File: src/rtl/inp.sv
// Block-input unit for the MIX system.
// Receives ASCII over a UART line, maps each byte to a 6-bit MIX code, packs five
// codes per 30-bit word and hands 14 words (one 70-character line) per block to the
// CPU through a request/ack memory-write handshake.
//
// Ports (inp):
//   clk        in   system clock, rising edge
//   reset      in   asynchronous active-high reset
//   rx         in   UART serial input, idle high
//   start      in   one-cycle command: read one block at addressin
//   addressin  in   [11:0] block base address, sampled with start
//   ack        in   CPU has written out to addressout
//   out        out  [29:0] packed word, first character in [29:24]
//   addressout out  [11:0] memory address for out
//   request    out  out/addressout valid, write wanted
//   stop       out  one-cycle pulse at block end
//   busy       out  a block is in progress
//   overrun    out  sticky: a completed word was lost
//
// Ports (UartRX): clk, reset, rx in; out[7:0] received byte; ready one-cycle strobe.

module UartRX #(
    parameter int unsigned ClksPerBit = 8
) (
    input  logic       clk,
    input  logic       reset,
    input  logic       rx,
    output logic [7:0] out,
    output logic       ready
);
    localparam int unsigned CntW = $clog2(ClksPerBit);
    localparam logic [CntW-1:0] CntLast = CntW'(ClksPerBit - 1);
    localparam logic [CntW-1:0] CntHalf = CntW'(ClksPerBit / 2 - 1);

    typedef enum logic [1:0] {StIdle, StStart, StData, StStop} state_e;

    state_e          state_q, state_d;
    logic [CntW-1:0] cnt_q, cnt_d;
    logic [2:0]      bit_q, bit_d;
    logic [7:0]      sh_q, sh_d;
    logic            ready_q, ready_d;
    logic [1:0]      sync_q;
    logic            rx_s;

    assign rx_s  = sync_q[1];
    assign out   = sh_q;
    assign ready = ready_q;

    always_ff @(posedge clk or posedge reset) begin
        if (reset) begin
            state_q <= StIdle;
            cnt_q   <= '0;
            bit_q   <= '0;
            sh_q    <= '0;
            ready_q <= 1'b0;
            sync_q  <= 2'b11;
        end else begin
            state_q <= state_d;
            cnt_q   <= cnt_d;
            bit_q   <= bit_d;
            sh_q    <= sh_d;
            ready_q <= ready_d;
            sync_q  <= {sync_q[0], rx};
        end
    end

    always_comb begin
        state_d = state_q;
        cnt_d   = cnt_q + 1'b1;
        bit_d   = bit_q;
        sh_d    = sh_q;
        ready_d = 1'b0;
        unique case (state_q)
            StIdle: begin
                cnt_d = '0;
                if (!rx_s) state_d = StStart;
            end
            StStart: begin
                // Re-check at mid start bit to reject glitches.
                if (cnt_q == CntHalf) begin
                    cnt_d   = '0;
                    bit_d   = '0;
                    state_d = rx_s ? StIdle : StData;
                end
            end
            StData: begin
                if (cnt_q == CntLast) begin
                    cnt_d = '0;
                    sh_d  = {rx_s, sh_q[7:1]};
                    bit_d = bit_q + 1'b1;
                    if (bit_q == 3'd7) state_d = StStop;
                end
            end
            StStop: begin
                if (cnt_q == CntLast) begin
                    state_d = StIdle;
                    ready_d = rx_s;
                end
            end
            default: state_d = StIdle;
        endcase
    end
endmodule

module inp (
    input  logic        clk,
    input  logic        reset,
    input  logic        rx,
    input  logic        start,
    input  logic [11:0] addressin,
    input  logic        ack,
    output logic [29:0] out,
    output logic [11:0] addressout,
    output logic        request,
    output logic        stop,
    output logic        busy,
    output logic        overrun
);
    localparam logic [7:0] Lf      = 8'h0a;
    localparam logic [7:0] Cr      = 8'h0d;
    localparam logic [6:0] LineLen = 7'd70;
    localparam logic [3:0] BlkLen  = 4'd14;

    typedef enum logic [1:0] {StIdle, StRecv, StPad} state_e;

    state_e      state_q, state_d;
    logic [11:0] addr_q, addr_d, pend_addr_q, pend_addr_d;
    logic [3:0]  wc_q, wc_d;
    logic [2:0]  cc_q, cc_d;
    logic [6:0]  lc_q, lc_d;   // characters placed in the current block
    logic [23:0] asm_q, asm_d;
    logic [29:0] out_q, out_d;
    logic        req_q, req_d, stop_q, stop_d, ovr_q, ovr_d;
    logic        skip_q, skip_d, pend_q, pend_d;

    logic [7:0]  rx_byte;
    logic        rx_ready;
    logic        have_code, drop, acked, blk_end;
    logic [5:0]  code;

    UartRX #(.ClksPerBit(8)) u_rx (
        .clk   (clk),
        .reset (reset),
        .rx    (rx),
        .out   (rx_byte),
        .ready (rx_ready)
    );

    function automatic logic [5:0] map_char(input logic [7:0] raw);
        logic [7:0] b;
        logic [5:0] c;
        b = (raw >= 8'h61 && raw <= 8'h7a) ? raw - 8'h20 : raw;
        c = 6'd0;
        if (b >= 8'h41 && b <= 8'h49)      c = 6'(b - 8'h40);  // A-I -> 1-9
        else if (b >= 8'h4a && b <= 8'h52) c = 6'(b - 8'h3f);  // J-R -> 11-19
        else if (b >= 8'h53 && b <= 8'h5a) c = 6'(b - 8'h3d);  // S-Z -> 22-29
        else if (b >= 8'h30 && b <= 8'h39) c = 6'(b - 8'h12);  // 0-9 -> 30-39
        else begin
            case (b)
                8'h07:   c = 6'd21;
                8'h2e:   c = 6'd40;
                8'h2c:   c = 6'd41;
                8'h28:   c = 6'd42;
                8'h29:   c = 6'd43;
                8'h2b:   c = 6'd44;
                8'h2d:   c = 6'd45;
                8'h2a:   c = 6'd46;
                8'h2f:   c = 6'd47;
                8'h3d:   c = 6'd48;
                8'h24:   c = 6'd49;
                8'h3c:   c = 6'd50;
                8'h3e:   c = 6'd51;
                8'h40:   c = 6'd52;
                8'h3b:   c = 6'd53;
                8'h3a:   c = 6'd54;
                8'h27:   c = 6'd55;
                default: c = 6'd0;
            endcase
        end
        return c;
    endfunction

    assign out        = out_q;
    assign addressout = addr_q;
    assign request    = req_q;
    assign stop       = stop_q;
    assign busy       = (state_q != StIdle);
    assign overrun    = ovr_q;

    always_ff @(posedge clk or posedge reset) begin
        if (reset) begin
            state_q     <= StIdle;
            addr_q      <= '0;
            pend_addr_q <= '0;
            wc_q        <= '0;
            cc_q        <= '0;
            lc_q        <= '0;
            asm_q       <= '0;
            out_q       <= '0;
            req_q       <= 1'b0;
            stop_q      <= 1'b0;
            ovr_q       <= 1'b0;
            skip_q      <= 1'b0;
            pend_q      <= 1'b0;
        end else begin
            state_q     <= state_d;
            addr_q      <= addr_d;
            pend_addr_q <= pend_addr_d;
            wc_q        <= wc_d;
            cc_q        <= cc_d;
            lc_q        <= lc_d;
            asm_q       <= asm_d;
            out_q       <= out_d;
            req_q       <= req_d;
            stop_q      <= stop_d;
            ovr_q       <= ovr_d;
            skip_q      <= skip_d;
            pend_q      <= pend_d;
        end
    end

    always_comb begin
        state_d     = state_q;
        addr_d      = addr_q;
        pend_addr_d = pend_addr_q;
        cc_d        = cc_q;
        lc_d        = lc_q;
        asm_d       = asm_q;
        out_d       = out_q;
        req_d       = req_q;
        stop_d      = 1'b0;
        ovr_d       = ovr_q;
        skip_d      = skip_q;
        pend_d      = pend_q;
        have_code   = 1'b0;
        code        = 6'd0;
        drop        = 1'b0;
        acked       = 1'b0;

        // Received byte: skipline has priority in every state.
        if (rx_ready) begin
            if (skip_q) begin
                if (rx_byte == Lf) skip_d = 1'b0;
            end else if (state_q == StRecv && lc_q < LineLen) begin
                if (rx_byte == Lf) begin
                    state_d = StPad;
                end else if (rx_byte != Cr) begin
                    have_code = 1'b1;
                    code      = map_char(rx_byte);
                    if (lc_q == LineLen - 7'd1) skip_d = 1'b1;
                end
            end
        end

        // Padding stalls rather than dropping a word.
        if (state_q == StPad && lc_q < LineLen && !(cc_q == 3'd4 && req_q)) begin
            have_code = 1'b1;
        end

        if (have_code) begin
            lc_d = lc_q + 7'd1;
            if (cc_q == 3'd4) begin
                cc_d = '0;
                if (req_q) begin
                    drop  = 1'b1;
                    ovr_d = 1'b1;
                end else begin
                    out_d = {asm_q, code};
                    req_d = 1'b1;
                end
            end else begin
                asm_d = {asm_q[17:0], code};
                cc_d  = cc_q + 3'd1;
            end
        end

        if (ack && req_q) begin
            acked  = 1'b1;
            req_d  = 1'b0;
            addr_d = addr_q + 12'd1;
        end

        wc_d    = wc_q + {3'b000, drop} + {3'b000, acked};
        blk_end = (state_q != StIdle) && (wc_d >= BlkLen);

        if (blk_end) begin
            stop_d  = 1'b1;
            state_d = StIdle;
            if (pend_q && !start) begin
                state_d = StRecv;
                addr_d  = pend_addr_q;
                wc_d    = '0;
                cc_d    = '0;
                lc_d    = '0;
                pend_d  = 1'b0;
            end
        end

        if (start) begin
            if (state_q == StIdle || blk_end) begin
                state_d = StRecv;
                addr_d  = addressin;
                wc_d    = '0;
                cc_d    = '0;
                lc_d    = '0;
                ovr_d   = 1'b0;
                pend_d  = 1'b0;
            end else begin
                pend_d      = 1'b1;
                pend_addr_d = addressin;
            end
        end
    end
endmodule
File: config.mk
export PLATFORM = sky130hd
export DESIGN_NAME = inp
export DESIGN_NICKNAME = d
export VERILOG_FILES = /design/src/rtl/inp.sv
export SDC_FILE = /design/constraint.sdc
export NUM_CORES = 1
export LEC_CHECK = 0
export ABC_AREA = 0
export BUFFER_PORTS_ARGS = -buffer_cell sky130_fd_sc_hd__buf_2
export CAP_MARGIN = 20
export CORE_MARGIN = 4
export CORE_UTILIZATION = 40
export DETAILED_ROUTE_END_ITERATION = 16
export PLACE_DENSITY = 0.68
export SLEW_MARGIN = 25
export SYNTH_ARGS = -nofsm -noshare
export SYNTH_HDL_FRONTEND = slang
export SYNTH_SLANG_ARGS = --single-unit
File: constraint.sdc
create_clock -name clk -period 6.1 [get_ports clk]
set_clock_uncertainty 0.2 [all_clocks]
set_input_delay 0.61 -clock clk [delete_from_list [all_inputs] [get_ports clk]]
set_output_delay 0.61 -clock clk [all_outputs]
set_load 0.1 [all_outputs]
# Word-level counts from Yosys, hierarchy flattened
# Cells that the tools add are included.
dict set report op_classes {
  order_cmp 12
  addsub 12
  muxes 83
  n_bitwise 3
  n_reduce_logical 31
  n_eq_ne 34
}
# operator n
set ops {}
lappend ops {{8-bit by 6-bit == test with 1-bit output (second input constant)} 15}
lappend ops {{6-bit case mux with 17 select lines} 1}
lappend ops {{12-bit two-way mux} 5}
lappend ops {{6-bit two-way mux} 9}
lappend ops {{7-bit two-way mux} 5}
lappend ops {{8-bit by 7-bit greater-or-equal comparator with 1-bit output (second input constant)} 4}
lappend ops {{8-bit by 7-bit <= comparator with 1-bit output (second input constant)} 4}
lappend ops {{1-bit two-way mux} 32}
lappend ops {{3-bit two-way mux} 10}
lappend ops {{2-bit two-way mux} 13}
lappend ops {{4-bit two-way mux} 4}
lappend ops {{12-bit by 1-bit adder with 12-bit output (second input constant)} 1}
lappend ops {{1-bit logical AND} 12}
lappend ops {{2-bit nonzero test} 6}
lappend ops {{6-bit subtractor (second input constant)} 2}
lappend ops {{2-bit AND reduction} 5}
lappend ops {{3-bit by 1-bit adder with 3-bit output (second input constant)} 3}
lappend ops {{3-bit == test (second input constant)} 3}
lappend ops {{3-bit case mux with 3 select lines} 1}
lappend ops {{4-bit by 1-bit adder with 4-bit output} 2}
lappend ops {{8-bit by 3-bit == test with 1-bit output (second input constant)} 1}
lappend ops {{8-bit by 4-bit == test with 1-bit output (second input constant)} 1}
lappend ops {{8-bit by 7-bit == test with 1-bit output (second input constant)} 1}
lappend ops {{8-bit by 6-bit greater-or-equal comparator with 1-bit output (second input constant)} 1}
lappend ops {{other kinds (23)} 34}
dict set report totals {
  output_inout_bits 46
  ff_bits 118
  wordCells 194
}

# Logic depth before layout (Yosys ltp)
dict set report logic_depth {
  depth_word 15
  mapped_depth 19
  depth_no_buf 16
}

# Cells and area by module
# From an unflattened synthesis, not the netlist that was laid out.
dict set report unflattened {
  hier_cells 633
  area_unflattened_um2 6217.2
}
# module area_per_inst_um2 seq_area_each_um2 n_inst cells_each
set by_module_without_submodules {}
lappend by_module_without_submodules {inp 5318.9 2477.4 1 565}
lappend by_module_without_submodules {UartRX 898.4 478.0 1 68}

# Worst setup path before layout
# No wires, ideal clock.
dict set report synth_path {
  path_type {register -> register}
  startpoint {register u_rx.sh_q[1], in the netlist u_rx.out[1]}
  endpoint {register addr_q[10], in the netlist addressout[10]}
  n_path_buf 3
  arrival_time_ps 3960
  setup_slack_ps 1816
  stages_incl_launch_ff 20
  setup_ps 125
  required_ps 5775
  synth_period_minus_slack_ps 4284
  path_cell_list {dfrtp_1 inv_1 ha_1 nand2_1 a2111oi_0 nand2b_1 buf_2 nor3_1 fa_1 ha_1 nand2b_1 o21ai_0 and2_1 o21ai_1 or4b_1 buf_2 buf_2 nor2_1 a21oi_1 mux2_2}
}
dict set report synth_between {
  elab_chain_len 15
  word_cells_on_any_way 17
  classes_between {2 x add/sub; 1 x order compare; 2 x eq/ne; 10 x mux; 2 x reduce/logical}
}
# item line
set synth_lines {}
lappend synth_lines {{start: declaration} 40} ;# logic [7:0] sh_q, sh_d;
lappend synth_lines {{start signal: assignment} 54} ;# sh_q <= '0;
lappend synth_lines {{start signal: assignment} 61} ;# sh_q <= sh_d;
lappend synth_lines {{8-bit by 4-bit != test with 1-bit output} 247} ;# end else if (rx_byte != Cr) begin
lappend synth_lines {{1-bit two-way mux} 247}
lappend synth_lines {{1-bit two-way mux (*)} 245} ;# if (rx_byte == Lf) begin
lappend synth_lines {{1-bit two-way mux (*)} 244} ;# end else if (state_q == StRecv && lc_q < LineLen) begin
lappend synth_lines {{1-bit two-way mux (*)} 242} ;# if (skip_q) begin
lappend synth_lines {{1-bit two-way mux (*)} 241} ;# if (rx_ready) begin
lappend synth_lines {{1-bit two-way mux (*)} 256} ;# if (state_q == StPad && lc_q < LineLen && !(cc_q == 3'd4 && req_q)) begin
lappend synth_lines {{1-bit two-way mux (*)} 260} ;# if (have_code) begin
lappend synth_lines {{4-bit by 1-bit adder with 4-bit output (*) (2 in a row)} 283} ;# wc_d = wc_q + {3'b000, drop} + {3'b000, acked};
lappend synth_lines {{4-bit greater-or-equal comparator (*)} 284} ;# blk_end = (state_q != StIdle) && (wc_d >= BlkLen);
lappend synth_lines {{1-bit logical AND (*)} 284}
lappend synth_lines {{12-bit two-way mux or 1-bit logical OR (tied branches)} {286, 300}}
lappend synth_lines {{12-bit two-way mux} 300} ;# if (state_q == StIdle || blk_end) begin
lappend synth_lines {{12-bit two-way mux (*)} 299} ;# if (start) begin
lappend synth_lines {{net addr_d[10]} 127} ;# logic [11:0] addr_q, addr_d, pend_addr_q, pend_addr_d;
lappend synth_lines {{end signal: assignment} 207} ;# addr_q <= addr_d;
lappend synth_lines {{end: declaration} 127}
# Mark *: on every way through the listed nets, which the timed path passes. The rest lies on a longest branch.
# A chain may end at the register's enable or synchronous reset.

# Worst setup path in the final report
dict set report layout_path {
  startpoint {register u_rx.sh_q[1], in the netlist u_rx.out[1]}
  endpoint {register lc_q[1]}
}
dict set report layout_between {
  elab_chain_len 15
  word_cells_on_any_way 19
  classes_between {2 x add/sub; 1 x order compare; 2 x eq/ne; 12 x mux; 2 x reduce/logical}
}
# item line
set layout_lines {}
lappend layout_lines {{8-bit by 4-bit != test with 1-bit output} 247}
lappend layout_lines {{1-bit two-way mux} 247}
lappend layout_lines {{1-bit two-way mux (*)} 245}
lappend layout_lines {{1-bit two-way mux (*)} 244}
lappend layout_lines {{1-bit two-way mux (*)} 242}
lappend layout_lines {{1-bit two-way mux (*)} 241}
lappend layout_lines {{1-bit two-way mux (*)} 256}
lappend layout_lines {{1-bit two-way mux} 260}
lappend layout_lines {{4-bit by 1-bit adder with 4-bit output (2 in a row)} 283}
lappend layout_lines {{4-bit greater-or-equal comparator} 284}
lappend layout_lines {{1-bit logical AND} 284}
lappend layout_lines {{7-bit two-way mux or 1-bit logical OR (tied branches)} {286, 300}}
lappend layout_lines {{7-bit two-way mux} 300}
lappend layout_lines {{7-bit two-way mux (*)} 299}
lappend layout_lines {{net lc_d[1]} 130} ;# logic [6:0] lc_q, lc_d;
lappend layout_lines {{end signal: assignment} 211} ;# lc_q <= lc_d;
lappend layout_lines {{end: declaration} 130}
# Marks and branches as above.

==> results.yml <==
outcome:
  status: "complete, no violations"
synthesis:
  synth_edf_count: 0
  synth_compound_area_share_pct: 12.6
  synth_nets: 662
  syn_area_per_cell_um2: 9.90
  synth-simple-area-share_pct: 19.2
  synthXorXnorAreaFrac_pct: 2.99
  yosysSeqAreaShare_pct: 48.0
  synth_cell_types: 72
  syn_area_um2: 6160
  async_flop_share_pct: 100
  synth_fa_ha_area_share_pct: 4.79
  synth_top_family_by_area: "simple AND/OR/NAND/NOR gates"
  yosysWarnings: 0
  synthCells: 622
  synth.mux.area_fraction_pct: 9.42
  synth_seq_cells: 118
  synth_ff_type: "dfrtp_1"
clocking:
  cts_resized: 0
  post_cts_buffers: 0
  cts_root_buf: "clkbuf_16"
  numCtsBuffers: 17
  cts_max_path_buffers: 2
  ctsHoldBuffers: 0
  clk_latency_ns: 0.41
  numClockSinks: 118
  clk_pin_slew_ns: 0.06
  htree_levels: 4
  cts_tree: "yes"
power:
  vdd_drop_max_mv: 0.262
  leakage_nw: 3.42
  p_total_w: 0.00277
  powerDensity_nw_per_um2: 383
finish:
  n_antenna_cell: 0
  drive_gt1_share_pct: 24.4
  design_area_um2: 7230
  nNetsFinal: 719
  nFillCells: 1403
  final_cells: 880
  final_common_cell: "nand2_1"
  final_util_pct: 47.7
  final_cell_mix: "117 x nand2_1, 116 x dfrtp_1, 62 x buf_2"
  syn2layout_area_growth_pct: 17.3
placed_design:
  dp_cells: 848
  port_buffers: 62
  placed_area_um2: 6620
  gp_congestion: 0.862
  dp_hpwl_um: 9260
timing:
  tightest_slew_ns: 0.894
  setup_viol: 0
  timing.final.crit_period_ns: 5.36
  rsz0062_at_grt: "no"
  slew_violations: 0
  finalHoldViolations: 0
  fmax_ghz: 0.186
  finalCritPeriodShare_pct: 87.9
  setup-tns-final_ns: 0
  relSlewSlack_pct: 40.4
routing:
  drtPass1Iterations: 6
  drc: 0
  drtIter0Drc: 207
  wirelength_um: 13200
  via_per_inst: 5.23
  drtAntennaViolNets: 0
  via_count: 4599
  wl_per_cell_um: 15.1
setup_path:
  start_kind: "flip-flop"
  worstRegToRegCells: 15
  crit_required_ns: 6.21
  rrSetupSlack_ns: 0.74
  path_class: "reg -> reg"
  crit_path_max_fanout: 27
  arrival_ns: 5.47
  r2r_end: "lc_q[1]"
  r2r_start: "u_rx.out[1]"
  endpoint_kind: "flip-flop"
die:
  die_y_um: 132
  die-area_um2: 17500
  top_level_ports: 63
  core-area_um2: 15100
  fp.dieW_um: 132
  core.rowCount: 45
  start_util_pct: 40.7
worst_hold_path:
  min_path_type: "in -> reg"
  worstHoldStart: "rx"
  whs_path_depth: 1
  hold_path_end: "u_rx.sync_q[0]"
global_route:
  grt_max_degree: 64
  antenna_found_initial: 0
  grt_remaining_overflow: 0
  grtUsageTotal_pct: 16.0
  grt_pass1_vias: 4761
  grt_pass1_wl_um: 23200
run:
  max_cap_violations: 0
final cells by class:
class	count	area, um^2	share of cell area (%)
clock buffer	18	429	5.94
clock inverter	14	176	2.44
inverter	16	62.6	0.866
multi-input combinational	459	3020	41.8
sequential	118	2960	40.9
tap	188	235	3.25
timing repair buffer	67	348	4.81
through the flow:
step	hold WS, ns	setup slack, ns
floorplan	0.145	1.82
global placement	0.147	0.952
detailed placement	0.149	0.791
CTS	0.0779	0.741
global route	0.0818	0.287
finish	0.0983	0.736
how the worst max path moves through the flow:
stage / cells after the start / end / startpoint
floorplan: 19 / addressout[10] / u_rx.out[1]
global placement: 15 / state_q[0] / u_rx.out[1]
detailed placement: 15 / state_q[0] / u_rx.out[1]
CTS: 15 / lc_q[1] / u_rx.out[1]
global route: 15 / lc_q[1] / u_rx.out[1]
finish: 15 / lc_q[1] / u_rx.out[1]
report_power, final:
group / leakage [nW] / total [W] / internal, W / switching (W)
Sequential: 1.55 / 0.00102 / 0.000895 / 0.000122
Combinational: 1.58 / 0.000740 / 0.000247 / 0.000494
Clock: 0.291 / 0.00101 / 0.000645 / 0.000367
Total: 3.42 / 0.00277 / 0.00179 / 0.000983
flip-flops by register name (all words and copies together), names as in the netlist, named ones only:
signal        count
out              30
asm_q            24
addressout       12
pend_addr_q      12
u_rx.out          8
lc_q              7
wc_q              4
cc_q              3
u_rx.bit_q        3
u_rx.cnt_q        3
state_q           2
u_rx.sync_q       2
overrun           1
pend_q            1
request           1
skip_q            1
stop              1
u_rx.ready        1
u_rx.state_q      1
synthesized netlist by cell type, types with 4 or more instances:
cell,n,area [um^2]
nor2_1,54,203
o21ai_0,19,95.1
inv_1,16,60.1
nand4_1,6,37.5
dfrtp_1,116,2900
xnor2_1,8,70.1
or3_1,5,31.3
ha_1,22,275
o21ai_1,8,40.0
nor2b_1,6,37.5
a31oi_1,5,31.3
buf_2,11,55.1
nand2b_1,14,87.6
clkbuf_1,16,60.1
nand2_1,117,439
nor3_1,8,40.0
a21oi_1,27,135
o22ai_1,6,37.5
xor2_1,13,114
o21a_1,4,30.0
nand3_1,6,30.0
and2_1,7,43.8
mux2_2,48,541
o211ai_1,4,30.0
mux2i_1,4,40.0
and3_1,9,56.3
kinds of logic after synthesis:
group	after synthesis
flops	118
simple gates	250
mux	52
buf+inv	45
fa+ha+maj	23
xor+xnor	21
compound gates	113
critical path, cell delays in order (launching register included):
cell       delay (ns)
dfrtp_1          0.49
inv_1            0.23
ha_1             0.38
nand2_1          0.09
a2111oi_0        0.53
nand2b_1         0.40
nor3_1           0.14
fa_1             0.40
ha_1             0.20
nand2b_1         0.09
o21ai_0          0.09
and2_1           0.16
o21ai_1          0.26
or4b_1           0.76
nand2_1          0.48
a211oi_1         0.35
layer usage:
metal / wire length, um / up-vias / global-route usage, % / part of all wire [%]
met1: 5980 / 2218 / 20.8 / 45
met3: 569 / 22 / 3.93 / 4.3
met5: 0 / - / 0 / 0
met2: 6460 / 102 / 26.3 / 49
met4: 243 / 0 / 5.54 / 1.8
li1: - / 2257 / - / -
No activity file was read; power rests on OpenSTA's default activity.
